==> config.mk <==
export PLATFORM = sky130hd
export DESIGN_NAME = reset_sequencer
export DESIGN_NICKNAME = d
export VERILOG_FILES = /design/src/rtl/reset_sequencer.sv
export SDC_FILE = /design/constraint.sdc
export NUM_CORES = 1
export LEC_CHECK = 0
export CAP_MARGIN = 20
export CORE_MARGIN = 2
export CORE_UTILIZATION = 35
export CTS_CLUSTER_DIAMETER = 30
export DETAILED_ROUTE_END_ITERATION = 10
export SLEW_MARGIN = 25
export SYNTH_ARGS = -nofsm -noshare
export SYNTH_HDL_FRONTEND = slang
export SYNTH_SLANG_ARGS = --single-unit
==> constraint.sdc <==
create_clock -name clk -period 1.8 [get_ports clk]
set_clock_uncertainty 0.15 [all_clocks]
set_input_delay 0.54 -clock clk [delete_from_list [all_inputs] [get_ports clk]]
set_output_delay 0.54 -clock clk [all_outputs]
set_load 0.03 [all_outputs]
==> src/rtl/reset_sequencer.sv <==
// reset_sequencer: orders reset release at the FPGA top level.
// Merges the external reset with the debugger's ndmreset request. It then
// releases the clock divider, the debug module and the SoC core in a fixed
// order, with programmable hold and settle times.
// The debug module stays out of reset across an ndmreset from RUN, so the
// JTAG session survives a debugger-initiated reset.
// The last reset cause is held in a sticky register.
//
// Handshake note: this block has no valid/ready handshakes. All inputs are
// levels, and every output is a plain registered level.
module reset_sequencer #(
  parameter int SYNC_STAGES       = 2,
  parameter int DIV_HOLD_CYCLES   = 4,
  parameter int SETTLE_CYCLES     = 16,
  parameter int NDM_RESETS_CLKDIV = 1
) (
  input  logic       clk,
  input  logic       rst,
  input  logic       ndmreset_req,
  output logic       div_rst,
  output logic       dm_rst,
  output logic       soc_rst,
  output logic       ready,
  output logic [1:0] reset_cause
);

  localparam int MAX_CYC = (DIV_HOLD_CYCLES > SETTLE_CYCLES) ? DIV_HOLD_CYCLES : SETTLE_CYCLES;
  localparam int CNT_W   = $clog2(MAX_CYC + 1);
  localparam logic [CNT_W-1:0] HOLD_LAST   = CNT_W'(DIV_HOLD_CYCLES - 1);
  localparam logic [CNT_W-1:0] SETTLE_LAST = CNT_W'(SETTLE_CYCLES - 1);
  localparam logic [CNT_W-1:0] CNT_ONE     = CNT_W'(1);
  localparam logic             NDM_DIV     = (NDM_RESETS_CLKDIV != 0);

  // RESET is encoded as all-zero, so a zero-initialised state register powers up in RESET.
  typedef enum logic [2:0] {
    ST_RESET      = 3'd0,
    ST_DIV_HOLD   = 3'd1,
    ST_SETTLE     = 3'd2,
    ST_RUN        = 3'd3,
    ST_NDM_ASSERT = 3'd4
  } state_e;

  state_e             state_q, state_d;
  logic [CNT_W-1:0]   cnt_q, cnt_d;
  logic               ext_seq_q, ext_seq_d;
  logic [1:0]         cause_q, cause_d;
  logic [SYNC_STAGES-1:0] sync_q;
  logic               ndm_s;
  logic               div_d, dm_d, soc_d, ready_d;

  // ndmreset_req crosses from the divided-clock domain through a plain flop chain.
  always_ff @(posedge clk) begin
    if (rst) sync_q <= '0;
    else     sync_q <= {sync_q[SYNC_STAGES-2:0], ndmreset_req};
  end

  assign ndm_s = sync_q[SYNC_STAGES-1];

  // Next-state, counter, sequence-flag and cause decode; rst overrides everything.
  always_comb begin
    state_d   = state_q;
    ext_seq_d = ext_seq_q;
    cause_d   = cause_q;
    if (rst) begin
      state_d   = ST_RESET;
      ext_seq_d = 1'b1;
      cause_d   = 2'b01;
    end else begin
      case (state_q)
        ST_RESET: begin
          ext_seq_d = 1'b1;
          state_d   = ST_DIV_HOLD;
        end
        ST_DIV_HOLD: begin
          if (ndm_s)                   state_d = ST_NDM_ASSERT;
          else if (cnt_q == HOLD_LAST) state_d = ST_SETTLE;
        end
        ST_SETTLE: begin
          if (ndm_s) begin
            state_d = ST_NDM_ASSERT;
          end else if (cnt_q == SETTLE_LAST) begin
            state_d   = ST_RUN;
            ext_seq_d = 1'b0;
          end
        end
        ST_RUN: begin
          if (ndm_s) begin
            state_d = ST_NDM_ASSERT;
            cause_d = 2'b10;
          end
        end
        ST_NDM_ASSERT: begin
          if (!ndm_s) state_d = NDM_DIV ? ST_DIV_HOLD : ST_SETTLE;
        end
        default: state_d = ST_RESET;
      endcase
    end

    // The counter only runs in the timed states and restarts on every state change.
    cnt_d = '0;
    if (!rst && (state_d == state_q) &&
        ((state_q == ST_DIV_HOLD) || (state_q == ST_SETTLE)))
      cnt_d = cnt_q + CNT_ONE;
  end

  // Output decode of the next state, so the output flops match the state they enter.
  always_comb begin
    div_d   = 1'b1;
    dm_d    = 1'b1;
    soc_d   = 1'b1;
    ready_d = 1'b0;
    case (state_d)
      ST_RESET:      begin div_d = 1'b1;    dm_d = 1'b1;      soc_d = 1'b1; ready_d = 1'b0; end
      ST_DIV_HOLD:   begin div_d = 1'b1;    dm_d = ext_seq_d; soc_d = 1'b1; ready_d = 1'b0; end
      ST_SETTLE:     begin div_d = 1'b0;    dm_d = ext_seq_d; soc_d = 1'b1; ready_d = 1'b0; end
      ST_RUN:        begin div_d = 1'b0;    dm_d = 1'b0;      soc_d = 1'b0; ready_d = 1'b1; end
      ST_NDM_ASSERT: begin div_d = NDM_DIV; dm_d = ext_seq_d; soc_d = 1'b1; ready_d = 1'b0; end
      default:       begin div_d = 1'b1;    dm_d = 1'b1;      soc_d = 1'b1; ready_d = 1'b0; end
    endcase
  end

  // Sequencer state and glitch-free registered outputs.
  always_ff @(posedge clk) begin
    state_q     <= state_d;
    cnt_q       <= cnt_d;
    ext_seq_q   <= ext_seq_d;
    cause_q     <= cause_d;
    div_rst     <= div_d;
    dm_rst      <= dm_d;
    soc_rst     <= soc_d;
    ready       <= ready_d;
  end

  assign reset_cause = cause_q;

endmodule

==> impl_metrics.prom, run 1 <==
# TYPE chip_impl_metric gauge
chip_impl_info{name="run_status",value="finished, final reports clean"} 1
chip_impl_metric{name="die_y",unit="um"} 47.1
chip_impl_metric{name="final-max-slew-violation-count",unit=""} 0
chip_impl_info{name="synth_top_cell_by_area",value="dfxtp_1"} 1
chip_impl_metric{name="start_util",unit="%"} 37.3
chip_impl_metric{name="layout_worst_path_cycle_share",unit="%"} 98.2
chip_impl_metric{name="route.detailed.wl_per_inst",unit="um"} 9.24
chip_impl_metric{name="die-area",unit="sq um"} 2220
chip_impl_metric{name="grt_antenna_before_repair",unit=""} 0
chip_impl_metric{name="layout-drive-gt1-share",unit="%"} 26.8
chip_impl_metric{name="final_hold_viol_count",unit=""} 0
chip_impl_metric{name="antennaDiodeCount",unit=""} 0
chip_impl_metric{name="synth_largest_type_area_fraction",unit="%"} 52.3
chip_impl_metric{name="final_area",unit="sq um"} 850
chip_impl_info{name="cts_tree",value="built"} 1
chip_impl_metric{name="nets",unit=""} 88
chip_impl_metric{name="synth-edff-count",unit=""} 0
chip_impl_metric{name="dp.final_hpwl",unit="um"} 720
chip_impl_metric{name="inserted_clock_buffers",unit=""} 3
chip_impl_metric{name="power",unit="W"} 0.000639
chip_impl_metric{name="holdWs",unit="ns"} 0.290
chip_impl_metric{name="place_congestion",unit=""} 0.790
chip_impl_metric{name="fillerInstances",unit=""} 180
chip_impl_info{name="worstHoldPathType",value="flop to flop"} 1
chip_impl_metric{name="cap_violations",unit=""} 0
chip_impl_metric{name="design.portCount",unit=""} 9
chip_impl_metric{name="tightest_slew",unit="ns"} 0.376
chip_impl_metric{name="routed_wl",unit="um"} 989
chip_impl_metric{name="yosysWarnings",unit=""} 0
chip_impl_metric{name="vdd_ir_max",unit="mV"} 0.397
chip_impl_metric{name="finalWorstPathRequiredPeriod",unit="ns"} 1.77
chip_impl_metric{name="vias",unit=""} 474
chip_impl_metric{name="cp_data_arrival_time",unit="ns"} 1.78
chip_impl_metric{name="cell_leakage_power",unit="nW"} 0.337
chip_impl_metric{name="synth_area_per_cell",unit="sq um"} 10.0
chip_impl_metric{name="die_width",unit="um"} 47.1
chip_impl_metric{name="hold_buffers",unit=""} 0
chip_impl_metric{name="route.antenna.remaining_nets",unit=""} 0
chip_impl_metric{name="area_delta_synth_final",unit="%"} 30.6
chip_impl_metric{name="grt_pass1_wl",unit="um"} 1470
chip_impl_info{name="rsz0062_at_grt",value="true"} 1
chip_impl_metric{name="placed_area",unit="sq um"} 803
chip_impl_metric{name="grt_pass1_vias",unit=""} 378
chip_impl_metric{name="yosys_register_bits",unit=""} 17
chip_impl_metric{name="detailedRoute.firstIterationViolations",unit=""} 3
chip_impl_metric{name="pre_antenna_drt_iters",unit=""} 3
chip_impl_metric{name="net_count_after_synthesis",unit=""} 70
chip_impl_metric{name="synthesis.area",unit="sq um"} 651
chip_impl_metric{name="cts.sink_count",unit=""} 17
chip_impl_info{name="synth_ff_type",value="dfxtp_1"} 1
chip_impl_info{name="cts.root.buffer_cell",value="clkbuf_4"} 1
chip_impl_info{name="worstSetupStartpointType",value="flop"} 1
chip_impl_metric{name="pwr_density_cell",unit="nW/um^2"} 752
chip_impl_metric{name="netlist-cell-type-count",unit=""} 28
chip_impl_metric{name="synthesis.instances",unit=""} 65
chip_impl_metric{name="drc",unit=""} 0
chip_impl_info{name="yosysMostFrequentCell",value="dfxtp_1"} 1
chip_impl_metric{name="place.port_buffers",unit=""} 8
chip_impl_metric{name="coreArea",unit="sq um"} 1750
chip_impl_metric{name="grt-ovfl-total",unit=""} 0
chip_impl_info{name="post_synth_most_frequent_cells",value="dfxtp_1, nor2_1, inv_1, nand2_1, a21oi_1"} 1
chip_impl_metric{name="fp-row-count",unit=""} 15
chip_impl_metric{name="maxSlewHeadroom",unit="%"} 74.9
chip_impl_info{name="post_synth_main_area_contributors",value="dfxtp_1, nor2_1, ha_1"} 1
chip_impl_metric{name="seq_area_frac_synth",unit="%"} 52.3
chip_impl_metric{name="max_freq",unit="GHz"} 0.566
chip_impl_info{name="critPathCaptureType",value="flop"} 1
chip_impl_metric{name="final_setup_vio_count",unit=""} 0
chip_impl_info{name="criticalPathCategory",value="flop to flop"} 1
chip_impl_metric{name="clkSlewWorstSetupHoldPaths",unit="ns"} 0.09
chip_impl_metric{name="cp_max_fo",unit=""} 2
chip_impl_metric{name="clock_path_buffers",unit=""} 2
chip_impl_metric{name="data_required_time_at_the_worst_endpoint",unit="ns"} 1.81
chip_impl_metric{name="grt_start_max_net_pins",unit=""} 12
chip_impl_metric{name="cts_max_level",unit=""} 1
chip_impl_metric{name="routed_via_density",unit=""} 4.43
chip_impl_metric{name="clkLatencyLatePin",unit="ns"} 0.28
chip_impl_metric{name="globalRouteTotalUtil",unit="%"} 9.98
chip_impl_metric{name="postCtsSetupRepairBufs",unit=""} 0
chip_impl_metric{name="async_flop_share",unit="%"} 0
## path summary, 6_finish.rpt
kind	startpoint	endpoint	slack, ns	cells past startpoint
min	reset_cause[1]	reset_cause[1]	0.29	2
max	cnt_q[1]	dm_rst	0.03	6
max reg2reg	cnt_q[1]	dm_rst	0.03	6
min reg2reg	reset_cause[1]	reset_cause[1]	0.29	2
## kinds of logic after synthesis
group	share of synthesized area, %
buffers and inverters	5.96
XOR/XNOR	2.69
AND/OR/NAND/NOR	25.2
flip-flops	52.3
adder cells (fa/ha/maj)	3.85
AO/OA/AOI/OAI	10.0
## power breakdown
part | switching [W] | internal, W | leakage [nW]
Clock | 0.000110 | 0.0000859 | 0.0150
Sequential | 0.0000122 | 0.000386 | 0.139
Combinational | 0.0000194 | 0.0000253 | 0.183
## stage by stage
| stage | setup TNS (ns) | setup WS, ns | cells | utilization, % |
|---|---|---|---|---|
| 2_1_floorplan | 0 | 0.0000167 | 65 | - |
| 3_3_place_gp | 0 | 0.00883 | 103 | 46.0 |
| 3_5_place_dp | 0 | 0.0125 | 103 | 46.0 |
| 4_1_cts | 0 | 0.00963 | 107 | 47.1 |
| 5_1_grt | -0.0166 | -0.0166 | 107 | 48.7 |
| 6_report | 0 | 0.0321 | 107 | 48.7 |
## cells in the final DEF (no fill, tap or decap), types with 2 or more instances in the layout
cell type	n
dfxtp_2	2
o211ai_1	2
clkbuf_4	3
clkdlybuf4s50_1	2
dlygate4sd2_1	6
inv_1	5
o21ai_0	2
dfxtp_1	15
nand2_1	5
buf_4	7
nor2b_1	2
nor2_1	7
a21oi_1	3
nand2b_1	2
ha_4	2
## worst max-delay path, cell delays in order, from the launching register on
cell      delay [ns]
dfxtp_2         0.36
ha_4            0.13
and3_4          0.19
ha_4            0.13
or4b_4          0.45
a21oi_2         0.16
o211ai_1        0.09
## repair_timing
action,4_1_cts,5_1_grt
setup endpoints to repair,6,2
resized for setup,6,5
pin swaps,0,2
## state kept, by name (all words and copies together) (netlist names)
register and flops:
state_q 3, ext_seq_q 1, div_rst 1, reset_cause 2, sync_q 2, soc_rst 1, ready 1, dm_rst 1
cnt_q 5
## per-layer routing
layer	vias to the layer above	track usage [%]	wire, um
met5	-	0	0
met4	0	6.67	12
met3	2	3.46	27
met2	6	15.3	478
met1	215	11.7	471
li1	251	-	-
## layout make-up
type                       count  area (sq um)  area share [%]
tap                           25          31.3            3.68
inverter                       6          22.5            2.65
multi-input combinational     40           302            35.5
clock buffer                   4          26.3            3.09
sequential                    17           343            40.4
timing repair buffer          15           125            14.7
Power figures use the tool's default switching activity.
==> run 2: changes to the inputs <==
Settings changed: SETUP_SLACK_MARGIN set to 0.1.
==> run 2 against run 1 <==
  * Register-to-register slack about the same
  * Maximum frequency grew 0.19%
  * Setup slack better by 0.0033 ns
  * Die area stayed put
  * Critical endpoint unchanged
  * Largest power group unchanged
==> impl_metrics.prom, run 2 (synthesized netlist as in run 1, its figures left out) <==
# TYPE chip_impl_metric gauge
chip_impl_metric{name="fillerInstances",unit=""} 169
chip_impl_metric{name="clkSlewWorstSetupHoldPaths",unit="ns"} 0.09
chip_impl_info{name="layout_commonest_cell",value="dfxtp_1"} 1
chip_impl_metric{name="max_freq",unit="GHz"} 0.567
chip_impl_metric{name="clock_path_buffers",unit=""} 2
chip_impl_info{name="cts_tree",value="built"} 1
chip_impl_metric{name="cp_data_arrival_time",unit="ns"} 1.77
chip_impl_metric{name="pre_antenna_drt_iters",unit=""} 3
chip_impl_metric{name="grt_start_max_net_pins",unit=""} 12
chip_impl_info{name="criticalPathCategory",value="flop to flop"} 1
chip_impl_metric{name="largest_register_ffs",unit=""} 5
chip_impl_info{name="min_to",value="reset_cause[1]"} 1
chip_impl_metric{name="final_setup_vio_count",unit=""} 0
chip_impl_info{name="run_status",value="finished, final reports clean"} 1
chip_impl_metric{name="holdWs",unit="ns"} 0.293
chip_impl_info{name="worstHoldPathType",value="flop to flop"} 1
chip_impl_metric{name="grt_antenna_before_repair",unit=""} 0
chip_impl_metric{name="final_hold_viol_count",unit=""} 0
chip_impl_metric{name="maxSlewHeadroom",unit="%"} 74.3
chip_impl_metric{name="tightest_slew",unit="ns"} 0.382
chip_impl_info{name="reg2reg_to",value="dm_rst"} 1
chip_impl_metric{name="data_required_time_at_the_worst_endpoint",unit="ns"} 1.81
chip_impl_info{name="largest_registers",value="cnt_q x5, state_q x3"} 1
chip_impl_metric{name="cts.sink_count",unit=""} 17
chip_impl_info{name="crit_path_cell_trace",value="ha_4 > and3_4 > ha_4 > or4b_4 > a21oi_4 > o211ai_1"} 1
chip_impl_metric{name="crit_buf_inv",unit=""} 0
chip_impl_info{name="critical-path-top-delay-family",value="simple AND/OR/NAND/NOR gates"} 1
chip_impl_metric{name="final_core_util",unit="%"} 48.7
chip_impl_info{name="layout.cells.most_common_list",value="dfxtp_1, nor2_1, buf_4, inv_1, nand2_1"} 1
chip_impl_info{name="worstSetupStartpointType",value="flop"} 1
chip_impl_metric{name="design.portCount",unit=""} 9
chip_impl_metric{name="post-place-cells",unit=""} 100
chip_impl_metric{name="cp_max_fo",unit=""} 2
chip_impl_info{name="worst_hold_startpoint",value="reset_cause[1]"} 1
chip_impl_info{name="cpMaxStageDelayCell",value="or4b_4"} 1
chip_impl_info{name="rsz0062_at_grt",value="true"} 1
chip_impl_metric{name="nets",unit=""} 88
chip_impl_metric{name="met3_usage",unit="%"} 5.77
chip_impl_metric{name="route.detailed.wl_per_inst",unit="um"} 9.43
chip_impl_metric{name="route.antenna.remaining_nets",unit=""} 0
chip_impl_metric{name="die_width",unit="um"} 47.1
chip_impl_metric{name="maximum_cell_stage_delay_along_the_critical_path",unit="ns"} 0.47
chip_impl_metric{name="drc",unit=""} 0
chip_impl_metric{name="routed_wl",unit="um"} 1010
chip_impl_metric{name="placement.setup.worst_slack",unit="ns"} 0.00970
chip_impl_metric{name="coreArea",unit="sq um"} 1750
chip_impl_metric{name="grtUsageMet1",unit="%"} 13.6
chip_impl_metric{name="detailedRoute.firstIterationViolations",unit=""} 7
chip_impl_metric{name="globalRouteTotalUtil",unit="%"} 11.5
chip_impl_metric{name="hold_buffers",unit=""} 0
chip_impl_metric{name="finalWorstPathRequiredPeriod",unit="ns"} 1.76
chip_impl_metric{name="start_util",unit="%"} 37.3
chip_impl_info{name="grt_most_used_layer",value="met2"} 1
chip_impl_info{name="critPathCaptureType",value="flop"} 1
chip_impl_metric{name="worst_hold_path.num_cells",unit=""} 2
chip_impl_metric{name="pwr_density_cell",unit="nW/um^2"} 750
chip_impl_metric{name="setup_ws",unit="ns"} 0.0354
chip_impl_metric{name="area_delta_synth_final",unit="%"} 30.6
chip_impl_info{name="cts.root.buffer_cell",value="clkbuf_4"} 1
chip_impl_metric{name="fp-row-count",unit=""} 15
chip_impl_info{name="top_register",value="cnt_q"} 1
chip_impl_metric{name="vdd_ir_max",unit="mV"} 0.448
chip_impl_metric{name="layout_worst_path_cycle_share",unit="%"} 98.0
chip_impl_metric{name="grt-ovfl-total",unit=""} 0
chip_impl_metric{name="use_met2",unit="%"} 18.4
chip_impl_metric{name="die-area",unit="sq um"} 2220
chip_impl_metric{name="cap_violations",unit=""} 0
chip_impl_metric{name="final-max-slew-violation-count",unit=""} 0
chip_impl_metric{name="inserted_clock_buffers",unit=""} 3
chip_impl_metric{name="grt_pass1_wl",unit="um"} 1770
chip_impl_metric{name="routed_via_density",unit=""} 4.49
chip_impl_metric{name="place.port_buffers",unit=""} 8
chip_impl_metric{name="instances_no_fill",unit=""} 107
chip_impl_metric{name="cts_max_level",unit=""} 1
chip_impl_metric{name="vias",unit=""} 480
chip_impl_metric{name="place_congestion",unit=""} 0.726
chip_impl_metric{name="layout-drive-gt1-share",unit="%"} 30.5
chip_impl_metric{name="rrSetupSlack",unit="ns"} 0.04
chip_impl_metric{name="antennaDiodeCount",unit=""} 0
chip_impl_metric{name="cell_leakage_power",unit="nW"} 0.337
chip_impl_metric{name="die_y",unit="um"} 47.1
chip_impl_info{name="crit-reg2reg-launch",value="cnt_q[1]"} 1
chip_impl_metric{name="grt_pass1_vias",unit=""} 431
chip_impl_metric{name="clkLatencyLatePin",unit="ns"} 0.28
chip_impl_metric{name="dp.final_hpwl",unit="um"} 735
chip_impl_metric{name="reg2reg_depth",unit=""} 6
chip_impl_info{name="critical-path-top-cell-by-count",value="ha_4"} 1
run 2: cell types whose count changed in the layout (fill, tap and decap cells not counted), sizes merged:
cell           delta
clkdlybuf4s15     +3
dlygate4sd2       -6
clkbuf            +3
run 2: final cells by class:
type	count	area [sq um]	area share [%]
tap	25	31.3	3.68
sequential	17	343	40.4
clock buffer	4	26.3	3.09
timing repair buffer	15	118	13.8
inverter	6	22.5	2.65
multi-input combinational	40	309	36.4
run 2: worst register-to-register path, cell delays in order, from the launching register on:
cell and delay, ns:
dfxtp_2 0.36, ha_4 0.13, and3_4 0.19, ha_4 0.12, or4b_4 0.47, a21oi_4 0.14, o211ai_1 0.09
run 2: power by group:
group          switching (W)  internal (W)
Sequential         0.0000124      0.000386
Clock               0.000106     0.0000860
Combinational      0.0000208     0.0000256
Total               0.000140      0.000498
run 2: how the worst max path moves through the flow:
stage	start	end	slack, ns	cells past startpoint
6_report	cnt_q[1]	dm_rst	0.04	6
5_1_grt	cnt_q[0]	dm_rst	-0.03	6
4_1_cts	cnt_q[0]	dm_rst	0.02	6
3_5_place_dp	cnt_q[0]	dm_rst	0.01	6
3_3_place_gp	rst	dm_rst	0.01	5
2_1_floorplan	cnt_q[1]	dm_rst	0.07	6
run 2: stage by stage:
stage	cell area [sq um]	setup TNS (ns)	total power (W)
finish	850	0	0.000637
global route	850	-0.0312	0.000675
CTS	851	0	0.000647
detailed placement	808	0	0.000450
global placement	808	0	0.000448
floorplan	683	0	0.000436
run 2: routing by layer:
| layer | vias to the layer above | routed length [um] |
|---|---|---|
| li1 | 253 | - |
| met1 | 217 | 469 |
| met2 | 8 | 484 |
| met3 | 2 | 47 |
| met4 | 0 | 8 |
| met5 | - | 0 |
run 2: timing repair:
item | CTS | global route
resized for setup | 7 | 9
endpoints found under the setup margin | 8 | 13
pin swaps | 4 | 3
setup buffers | 3 | 0
==> run 3: changes to the inputs <==
Settings changed: CORE_UTILIZATION 35 to 45, PLACE_DENSITY set to 0.7.
==> run 3 against run 2 <==
  * Cell area shrank 2.1%
  * Register-to-register slack is essentially flat
  * Maximum frequency grew 0.61%
  * Utilization grew 14 points
  * Routed wire length grew 13%
  * Largest cell class unchanged
  * Global-route usage grew 4.0 points
==> impl_metrics.prom, run 3 (synthesized netlist as in run 1, its figures left out) <==
# TYPE chip_impl_metric gauge
chip_impl_info{name="cts.root.buffer_cell",value="clkbuf_4"} 1
chip_impl_metric{name="multiInputGateArea",unit="sq um"} 307
chip_impl_metric{name="pwr_density_cell",unit="nW/um^2"} 766
chip_impl_metric{name="holdWs",unit="ns"} 0.291
chip_impl_metric{name="cell_leakage_power",unit="nW"} 0.335
chip_impl_metric{name="cp_data_arrival_time",unit="ns"} 1.77
chip_impl_metric{name="place_congestion",unit=""} 0.688
chip_impl_metric{name="final_hold_viol_count",unit=""} 0
chip_impl_metric{name="final_setup_vio_count",unit=""} 0
chip_impl_metric{name="maxSlewHeadroom",unit="%"} 76.9
chip_impl_info{name="criticalPathCategory",value="flop to flop"} 1
chip_impl_metric{name="nets",unit=""} 87
chip_impl_metric{name="seq_area",unit="sq um"} 343
chip_impl_metric{name="route.detailed.wl_per_inst",unit="um"} 11.9
chip_impl_metric{name="die-area",unit="sq um"} 1770
chip_impl_info{name="largest_registers",value="cnt_q x5, state_q x3"} 1
chip_impl_metric{name="fp-row-count",unit=""} 13
chip_impl_info{name="cts_tree",value="built"} 1
chip_impl_metric{name="clkLatencyLatePin",unit="ns"} 0.28
chip_impl_metric{name="design.portCount",unit=""} 9
chip_impl_metric{name="grt_pass1_wl",unit="um"} 2010
chip_impl_info{name="crit_path_cell_trace",value="ha_4 > and3_4 > ha_4 > or4b_4 > a21oi_2 > o211ai_1"} 1
chip_impl_info{name="critPathCaptureType",value="flop"} 1
chip_impl_metric{name="layout-drive-gt1-share",unit="%"} 29.6
chip_impl_metric{name="globalRouteTotalUtil",unit="%"} 15.5
chip_impl_metric{name="routed_via_density",unit=""} 5.08
chip_impl_metric{name="crit_buf_inv",unit=""} 0
chip_impl_metric{name="grt_start_max_net_pins",unit=""} 12
chip_impl_metric{name="start_util",unit="%"} 48.8
chip_impl_metric{name="cap_violations",unit=""} 0
chip_impl_metric{name="max_freq",unit="GHz"} 0.570
chip_impl_info{name="worstHoldPathType",value="flop to flop"} 1
chip_impl_metric{name="final-max-slew-violation-count",unit=""} 0
chip_impl_metric{name="vias",unit=""} 488
chip_impl_metric{name="power",unit="W"} 0.000638
chip_impl_metric{name="cp_max_fo",unit=""} 2
chip_impl_metric{name="cts.sink_count",unit=""} 17
chip_impl_metric{name="route.antenna.remaining_nets",unit=""} 0
chip_impl_metric{name="hold_buffers",unit=""} 0
chip_impl_metric{name="grt_antenna_before_repair",unit=""} 0
chip_impl_metric{name="clock_path_buffers",unit=""} 2
chip_impl_metric{name="place.port_buffers",unit=""} 8
chip_impl_metric{name="routed_wl",unit="um"} 1140
chip_impl_info{name="rsz0062_at_grt",value="true"} 1
chip_impl_metric{name="maximum_cell_stage_delay_along_the_critical_path",unit="ns"} 0.45
chip_impl_metric{name="grt-ovfl-total",unit=""} 0
chip_impl_metric{name="drc",unit=""} 0
chip_impl_metric{name="cts_max_level",unit=""} 1
chip_impl_info{name="run_status",value="finished, final reports clean"} 1
chip_impl_metric{name="final_area",unit="sq um"} 832
chip_impl_info{name="cpMaxStageDelayCell",value="or4b_4"} 1
chip_impl_info{name="top_register",value="cnt_q"} 1
chip_impl_metric{name="clkSlewWorstSetupHoldPaths",unit="ns"} 0.09
chip_impl_metric{name="pre_antenna_drt_iters",unit=""} 4
chip_impl_info{name="critical-path-top-cell-by-count",value="ha_4"} 1
chip_impl_metric{name="area_delta_synth_final",unit="%"} 27.9
chip_impl_metric{name="finalWorstPathRequiredPeriod",unit="ns"} 1.75
chip_impl_metric{name="data_required_time_at_the_worst_endpoint",unit="ns"} 1.82
chip_impl_info{name="critical-path-top-delay-family",value="simple AND/OR/NAND/NOR gates"} 1
chip_impl_metric{name="die_width",unit="um"} 42.0
chip_impl_metric{name="detailedRoute.firstIterationViolations",unit=""} 1
chip_impl_info{name="layout.cells.most_common_list",value="dfxtp_1, nor2_1, buf_4, inv_1, nand2_1"} 1
chip_impl_metric{name="fillerInstances",unit=""} 111
chip_impl_metric{name="dp.final_hpwl",unit="um"} 798
chip_impl_metric{name="tightest_slew",unit="ns"} 0.345
chip_impl_metric{name="antennaDiodeCount",unit=""} 0
chip_impl_metric{name="placed_area",unit="sq um"} 788
chip_impl_metric{name="grt_pass1_vias",unit=""} 496
chip_impl_metric{name="die_y",unit="um"} 42.0
chip_impl_metric{name="vdd_ir_max",unit="mV"} 0.685
chip_impl_metric{name="layout_worst_path_cycle_share",unit="%"} 97.4
chip_impl_metric{name="inserted_clock_buffers",unit=""} 3
chip_impl_info{name="worstSetupStartpointType",value="flop"} 1
chip_impl_info{name="layout_commonest_cell",value="dfxtp_1"} 1
chip_impl_metric{name="largest_register_ffs",unit=""} 5
chip_impl_metric{name="coreArea",unit="sq um"} 1330
## run 3: changes by cell type in the layout (fill, tap and decap cells not counted), sizes merged
cell / previous run / this run
buf: 7 / 6
clkbuf: 7 / 6
clkdlybuf4s15: 3 / 4
## run 3: cell type report
type	count	area share (%)
multi-input combinational	40	36.8
clock buffer	4	3.16
inverter	6	2.71
tap	15	2.26
timing repair buffer	14	13.8
sequential	17	41.2
## run 3: per-stage QoR
step	setup WS, ns	util (%)	instances	TNS [ns]
after floorplan	0.0673	-	65	0
after detailed placement	0.00611	59.1	89	0
after CTS	0.0238	62.3	96	0
after global placement	0.0388	59.1	89	0
final	0.0461	62.4	96	0
after global routing	-0.0121	62.4	96	-0.0121
## run 3: repair_timing
action	4_1_cts	5_1_grt
pin swaps	3	4
setup endpoints to repair	8	13
gates resized for setup	7	8
setup buffers	3	0
## run 3: metal layers
| layer | global-route usage (%) | vias up | wire [um] |
|---|---|---|---|
| li1 | - | 249 | - |
| met1 | 14.7 | 226 | 474 |
| met2 | 29.4 | 11 | 600 |
| met3 | 6.47 | 2 | 49 |
| met4 | 5.63 | 0 | 14 |
| met5 | 0 | - | 0 |
## run 3: worst paths after layout
check,startpoint,to,slack [ns],cells past startpoint
max,cnt_q[0],dm_rst,0.05,6
min,sync_q[0],sync_q[1],0.29,1
max reg2reg,cnt_q[0],dm_rst,0.05,6
min reg2reg,sync_q[0],sync_q[1],0.29,1
## run 3: power by group
| group | switching [W] | internal (W) | total (W) | leakage, nW |
|---|---|---|---|---|
| clock | 0.000108 | 0.0000860 | 0.000194 | 0.0150 |
| combinational | 0.0000201 | 0.0000242 | 0.0000443 | 0.181 |
| sequential | 0.0000129 | 0.000386 | 0.000399 | 0.139 |
